[config.mk]
export PLATFORM = sky130hd
export DESIGN_NAME = wb_stage
export DESIGN_NICKNAME = d
export VERILOG_FILES = /design/src/rtl/wb_stage_pkg.sv /design/src/rtl/wb_stage_load_align.sv /design/src/rtl/wb_stage.sv
export SDC_FILE = /design/constraint.sdc
export NUM_CORES = 1
export LEC_CHECK = 0
export CAP_MARGIN = 40
export CELL_PAD_IN_SITES_DETAIL_PLACEMENT = 1
export CELL_PAD_IN_SITES_GLOBAL_PLACEMENT = 1
export CORE_MARGIN = 2
export CORE_UTILIZATION = 33
export CTS_CLUSTER_DIAMETER = 30
export DETAILED_ROUTE_END_ITERATION = 16
export PLACE_DENSITY = 0.9
export SYNTH_ARGS = -nofsm -noshare
export SYNTH_HDL_FRONTEND = slang
export SYNTH_HIERARCHICAL = 1
export SYNTH_SLANG_ARGS = --single-unit
[constraint.sdc]
create_clock -name clk -period 3.37 [get_ports clk]
set_input_delay 0.674 -clock clk [delete_from_list [all_inputs] [get_ports clk]]
set_output_delay 0.674 -clock clk [all_outputs]
set_load 0.1 [all_outputs]
[src/rtl/wb_stage_pkg.sv]
// wb_stage_pkg -- shared definitions for the write-back stage.
//   Default widths, RISC-V load funct3 encodings and the FSM state encoding
//   used by wb_stage and load_align.
package wb_stage_pkg;

   localparam int WB_DATA_W  = 64;
   localparam int WB_RADDR_W = 5;

   // Load type encodings carried in funct3.
   localparam logic [2:0] F3_LB  = 3'b000;
   localparam logic [2:0] F3_LH  = 3'b001;
   localparam logic [2:0] F3_LW  = 3'b010;
   localparam logic [2:0] F3_LD  = 3'b011;
   localparam logic [2:0] F3_LBU = 3'b100;
   localparam logic [2:0] F3_LHU = 3'b101;
   localparam logic [2:0] F3_LWU = 3'b110;

   typedef enum logic [1:0] {
      ST_IDLE      = 2'd0,
      ST_WAIT_RESP = 2'd1,
      ST_WRITE     = 2'd2
   } wb_state_e;

endpackage

[src/rtl/wb_stage_load_align.sv]
// load_align -- combinational load data extraction and extension.
//   funct3   : load type (LB/LH/LW/LD/LBU/LHU/LWU; 111 behaves as LD)
//   off      : load address bits [2:0]; offset bits below the access size
//              are ignored, there is no misalignment trap
//   rdata    : raw aligned doubleword from data memory
//   ext_data : selected lane, sign- or zero-extended to DATA_W
module load_align
   import wb_stage_pkg::*;
#(
   parameter int DATA_W = WB_DATA_W
) (
   input  logic [2:0]        funct3,
   input  logic [2:0]        off,
   input  logic [DATA_W-1:0] rdata,
   output logic [DATA_W-1:0] ext_data
);

   logic [7:0]  lane_b;
   logic [15:0] lane_h;
   logic [31:0] lane_w;

   always_comb begin
      // Lane selects: byte by off[2:0], half by off[2:1], word by off[2].
      lane_b = rdata[{off, 3'b000} +: 8];
      lane_h = rdata[{off[2:1], 4'b0000} +: 16];
      lane_w = rdata[{off[2], 5'b00000} +: 32];

      case (funct3)
         F3_LB:   ext_data = {{(DATA_W-8){lane_b[7]}}, lane_b};
         F3_LH:   ext_data = {{(DATA_W-16){lane_h[15]}}, lane_h};
         F3_LW:   ext_data = {{(DATA_W-32){lane_w[31]}}, lane_w};
         F3_LBU:  ext_data = {{(DATA_W-8){1'b0}}, lane_b};
         F3_LHU:  ext_data = {{(DATA_W-16){1'b0}}, lane_h};
         F3_LWU:  ext_data = {{(DATA_W-32){1'b0}}, lane_w};
         default: ext_data = rdata;   // LD and the unused 111 encoding
      endcase
   end

endmodule

[src/rtl/wb_stage.sv]
// wb_stage -- write-back pipeline stage.
//   Accepts one instruction per cycle from MEM (valid/ready), waits for the
//   data-memory response on loads, and drives the register-file write port.
//
//   Handshake: an instruction transfers on a cycle where mem_valid_i and
//   mem_ready_o are both 1. mem_ready_o depends only on state (low while a
//   load waits for its response). dmem_rvalid_i has no ready; it is only
//   looked at while waiting for a response.
//
//   Ports:
//     clk, rst            clock, asynchronous active-high reset
//     mem_*               instruction from MEM stage
//     dmem_rvalid_i/rdata data-memory read response
//     reg_wr_*            registered register-file write port
//     dbg_state_o         current FSM state (wb_state_e encoding)
module wb_stage
   import wb_stage_pkg::*;
#(
   parameter int DATA_W  = WB_DATA_W,
   parameter int RADDR_W = WB_RADDR_W
) (
   input  logic               clk,
   input  logic               rst,
   input  logic               mem_valid_i,
   output logic               mem_ready_o,
   input  logic               mem_wr_en_i,
   input  logic [RADDR_W-1:0] mem_wr_addr_i,
   input  logic [DATA_W-1:0]  mem_alu_data_i,
   input  logic               mem_is_load_i,
   input  logic [2:0]         mem_funct3_i,
   input  logic [2:0]         mem_byte_off_i,
   input  logic               dmem_rvalid_i,
   input  logic [DATA_W-1:0]  dmem_rdata_i,
   output logic               reg_wr_en_o,
   output logic [RADDR_W-1:0] reg_wr_addr_o,
   output logic [DATA_W-1:0]  reg_wr_data_o,
   output logic [1:0]         dbg_state_o
);

   wb_state_e state_q, state_d;

   logic               accept;
   logic               resp;
   logic               alu_wr;
   logic               ld_wr;

   // Load fields held while the response is outstanding.
   logic               ld_wr_en_q;
   logic [RADDR_W-1:0] ld_addr_q;
   logic [2:0]         ld_funct3_q;
   logic [2:0]         ld_off_q;
   logic [DATA_W-1:0]  ld_data;

   // ---------------- FSM: state register ----------------
   always_ff @(posedge clk or posedge rst) begin
      if (rst) state_q <= ST_IDLE;
      else     state_q <= state_d;
   end

   // ---------------- FSM: next state ----------------
   always_comb begin
      state_d = state_q;
      case (state_q)
         ST_IDLE, ST_WRITE: begin
            if (accept) state_d = mem_is_load_i ? ST_WAIT_RESP : ST_WRITE;
            else        state_d = ST_IDLE;
         end
         ST_WAIT_RESP: begin
            if (dmem_rvalid_i) state_d = ST_WRITE;
         end
         default: state_d = ST_IDLE;
      endcase
   end

   // ---------------- FSM: outputs ----------------
   always_comb begin
      mem_ready_o = (state_q != ST_WAIT_RESP);
      dbg_state_o = state_q;
   end

   assign accept = mem_valid_i & mem_ready_o;
   assign resp   = (state_q == ST_WAIT_RESP) & dmem_rvalid_i;

   // Register x0 is never written: the register file forwards by address
   // match, so a stray x0 write would leak a nonzero value to readers.
   assign alu_wr = accept & ~mem_is_load_i & mem_wr_en_i & (mem_wr_addr_i != '0);
   assign ld_wr  = resp & ld_wr_en_q & (ld_addr_q != '0);

   // ---------------- load capture ----------------
   always_ff @(posedge clk or posedge rst) begin
      if (rst) begin
         ld_wr_en_q  <= 1'b0;
         ld_addr_q   <= '0;
         ld_funct3_q <= '0;
         ld_off_q    <= '0;
      end else if (accept && mem_is_load_i) begin
         ld_wr_en_q  <= mem_wr_en_i;
         ld_addr_q   <= mem_wr_addr_i;
         ld_funct3_q <= mem_funct3_i;
         ld_off_q    <= mem_byte_off_i;
      end
   end

   load_align #(.DATA_W(DATA_W)) u_load_align (
      .funct3   (ld_funct3_q),
      .off      (ld_off_q),
      .rdata    (dmem_rdata_i),
      .ext_data (ld_data)
   );

   // ---------------- write port ----------------
   // The write port is loaded on the edge that enters WRITE, so it is live
   // exactly for the WRITE cycle. Address/data hold their last written
   // values otherwise.
   always_ff @(posedge clk or posedge rst) begin
      if (rst) begin
         reg_wr_en_o   <= 1'b0;
         reg_wr_addr_o <= '0;
         reg_wr_data_o <= '0;
      end else begin
         reg_wr_en_o <= alu_wr | ld_wr;
         if (alu_wr) begin
            reg_wr_addr_o <= mem_wr_addr_i;
            reg_wr_data_o <= mem_alu_data_i;
         end else if (ld_wr) begin
            reg_wr_addr_o <= ld_addr_q;
            reg_wr_data_o <= ld_data;
         end
      end
   end

endmodule

==> summary.txt <==
Detailed routing
  – DRC Markers: 0
  – Avg WL per Cell: between 20 and 25 um
  – Initial DRC Count: ~250
  – Vias per cell: 5.646
  – DRT Pass-1 Iters: 4
  – Final Routed Wirelength: 23100 um
  – Via count: 5364
  – Post-route ant nets: 0

Worst setup path
  – Required time worst endpoint: 3660 ps
  – Crit Path Class: in -> reg
  – CP peak stage delay: 850 ps
  – Most common cell on crit path: a21o_1
  – Critical Path Sink Type: register
  – CP arrival: between 3000 and 4000 ps
  – Startpoint Class: input pin
  – CP cell instances: clkdlybuf4s50_1 > mux2i_1 > o22ai_1 > nor2_1 > o31ai_4 > buf_4 > a21o_1 > a22o_1 > a21o_1
  – Critical path peak fanout: 23
  – Crit-path slowest cell: o31ai_4

Power
  – Worst VDD drop: 0.0005018 V
  – Power Density: 896.0 mW/mm^2
  – Final Power: just over 7000 uW
  – Leak pwr: 0.003949 uW

Synth
  – Count leader, synth: a21o_1
  – Number of synthesized register bits: between 80 and 90
  – Syn Area/Cell: 10.52 um^2
  – Top FF cell, synth: dfrtp_1
  – Post-synth top cells: a21o_1, dfrtp_1, a22o_1, mux2_2, nor2_1
  – Post-synth top area share: 38.22%
  – Post-synthesis net count: 668
  – Mapped cell area: 0.005500 mm^2
  – Register area share after synthesis: a little under two fifths
  – Top cells by area, synth: dfrtp_1, a21o_1, a22o_1, mux2_2, mux4_1
  – EDFF count, synth: 0
  – Async set or reset register ratio after synthesis: 100.0%
  – Cell taking the most area after synthesis: dfrtp_1
  – Distinct cells, synth: 45
  – YS warnings: 6
  – Cells after Synth: 523

Final layout
  – P&R area growth vs syn: 44.75%
  – Final nets: 870
  – # fillers: 1828
  – Antenna cells: 0
  – Layout cells sized above 1: a little over a fifth

Clocking
  – Post-CTS Setup Repair Bufs: 0
  – Longest Clk Path Bufs: 2
  – Post-CTS Hold Fix Bufs: 0
  – Clk Latency, worst-skew pair: 350 ps
  – Clk slew on worst S/H paths: 70 ps
  – CTS root buffer: clkbuf_16
  – Cts repair resizes: 0
  – CTS sink count: 84
  – CTS Buf Count: 9
  – H-tree depth: 3
  – TritonCTS clock tree: yes

Global route
  – Vias in the first global route: 5792
  – Largest net degree at the start of global routing: 48
  – Grt ovf: 0
  – First-pass GRT wire length: 35270 um
  – Initial antenna violation count: 0
  – Total GRT Usage: 26.12%

Timing
  – Final setup fails: 0
  – Worst slew pin tran: 997.4 ps
  – Final worst setup slack: 471.4 ps
  – Fmax: about 340 MHz
  – Max-slew violations: 0
  – Final period utilization: between 80% and 90%
  – Max_slew headroom: 33.50%
  – Min Tclk post-route: 2899 ps
  – RSZ-0062 raised after global routing: no
  – Setup tns final: 0 ps
  – Final clock skew: between 5 and 6 ps
  – Final Hold Viols: 0

Placed design
  – Post-DP HPWL: approximately 18000 um
  – GPL Wtd Cong: 0.9283
  – Setup WS pre-CTS: roughly 150 ps
  – PortBufs: about 220

Die
  – Initial core utilization: around 33%
  – Die Y: 133.1 um
  – I/O Pins: 218
  – Row cnt: 47
  – Core area: 0.01647 mm^2
  – Die width: 133.1 um
  – Total Die Area: 0.01772 mm^2

Job
  – Max-cap violations: 0

Hold path
  – Min-delay worst type: reg -> reg

Status
  – Status: complete, no violations
[stage by stage]
stage | hold WS (ps) | area [um^2] | instances | utilization, %
after floorplan | 473.8 | 5500 | 523 | -
after global placement | 458.5 | 7581 | 929 | 46.04
after detailed placement | 466.5 | 7656 | 934 | 46.50
after CTS | 482.7 | 7961 | 950 | 48.35
after global routing | 506.7 | 7961 | 950 | 48.35
final | 478.6 | 7961 | 950 | 48.35
[worst paths after layout]
path                                   start                end  slack, ps  cells after the start
max                         dmem_rdata_i[63]  reg_wr_data_o[49]        470                      9
min                        reg_wr_data_o[12]  reg_wr_data_o[12]        480                      1
max reg2reg                      ld_off_q[1]  reg_wr_data_o[49]        510                      8
min reg2reg                reg_wr_data_o[12]  reg_wr_data_o[12]        480                      1
max in group asynchronous                rst        ld_off_q[2]       1890                      3
min in group asynchronous                rst   reg_wr_data_o[9]        750                      2
[power breakdown]
part	total, uW	switching, uW	internal, uW	leakage [uW]
registers	1600	261	1340	0.00104
logic	4480	3240	1240	0.00276
clock network	1060	469	587	0.000149
[worst max-delay path, delay by kind of cell]
family / cells / cell delay, ps
compound gates: 5 / 1440
buf+inv: 2 / 830
simple gates: 1 / 120
mux: 1 / 110
[per-layer routing]
metal	vias up	wire [um]	track usage [%]
li1	2391	-	-
met1	2742	9603	32.14
met2	204	11580	45.71
met3	27	1265	4.871
met4	0	641	9.752
met5	-	0	0
[cell type report]
class                   instances  area (um^2)  area share [%]
repair buffers                241         2232           28.04
multi-input cells             380         3010           37.81
clock inverters                 7        80.08           1.006
clock buffers                   9        225.2           2.829
inverters                       9        35.03          0.4400
flip-flops and latches         84         2103           26.42
well taps                     220        275.3           3.457
[cells by family (layout without fill, tap and decap cells)]
kind of cell	Yosys count	after routing	synth area share, %
compound gates	245	245	33.05
buf+inv	59	266	7.143
flops	84	84	38.22
mux	58	58	14.60
simple gates	77	77	6.984
[flip-flops by register name, indices dropped and copies added, names as in the netlist]
register       cells
reg_wr_data_o     64
reg_wr_en_o        1
ld_wr_en_q         1
dbg_state_o        2
ld_off_q           3
ld_funct3_q        3
reg_wr_addr_o      5
ld_addr_q          5
[cell usage in the layout (no fill, tap or decap), drive strengths merged, types with 10 or more instances in the layout]
cell / synthesis / layout
a21o: 99 / 99
a21oi: 28 / 28
a22o: 67 / 67
buf: 33 / 92
clkdlybuf4s50: 0 / 149
dfrtp: 84 / 84
inv: 8 / 11
mux2: 34 / 34
mux2i: 12 / 12
mux4: 12 / 12
nand2: 21 / 21
nor2: 32 / 32
nor2b: 10 / 10
o21ai: 20 / 20
(Power assumes the default switching activity.)
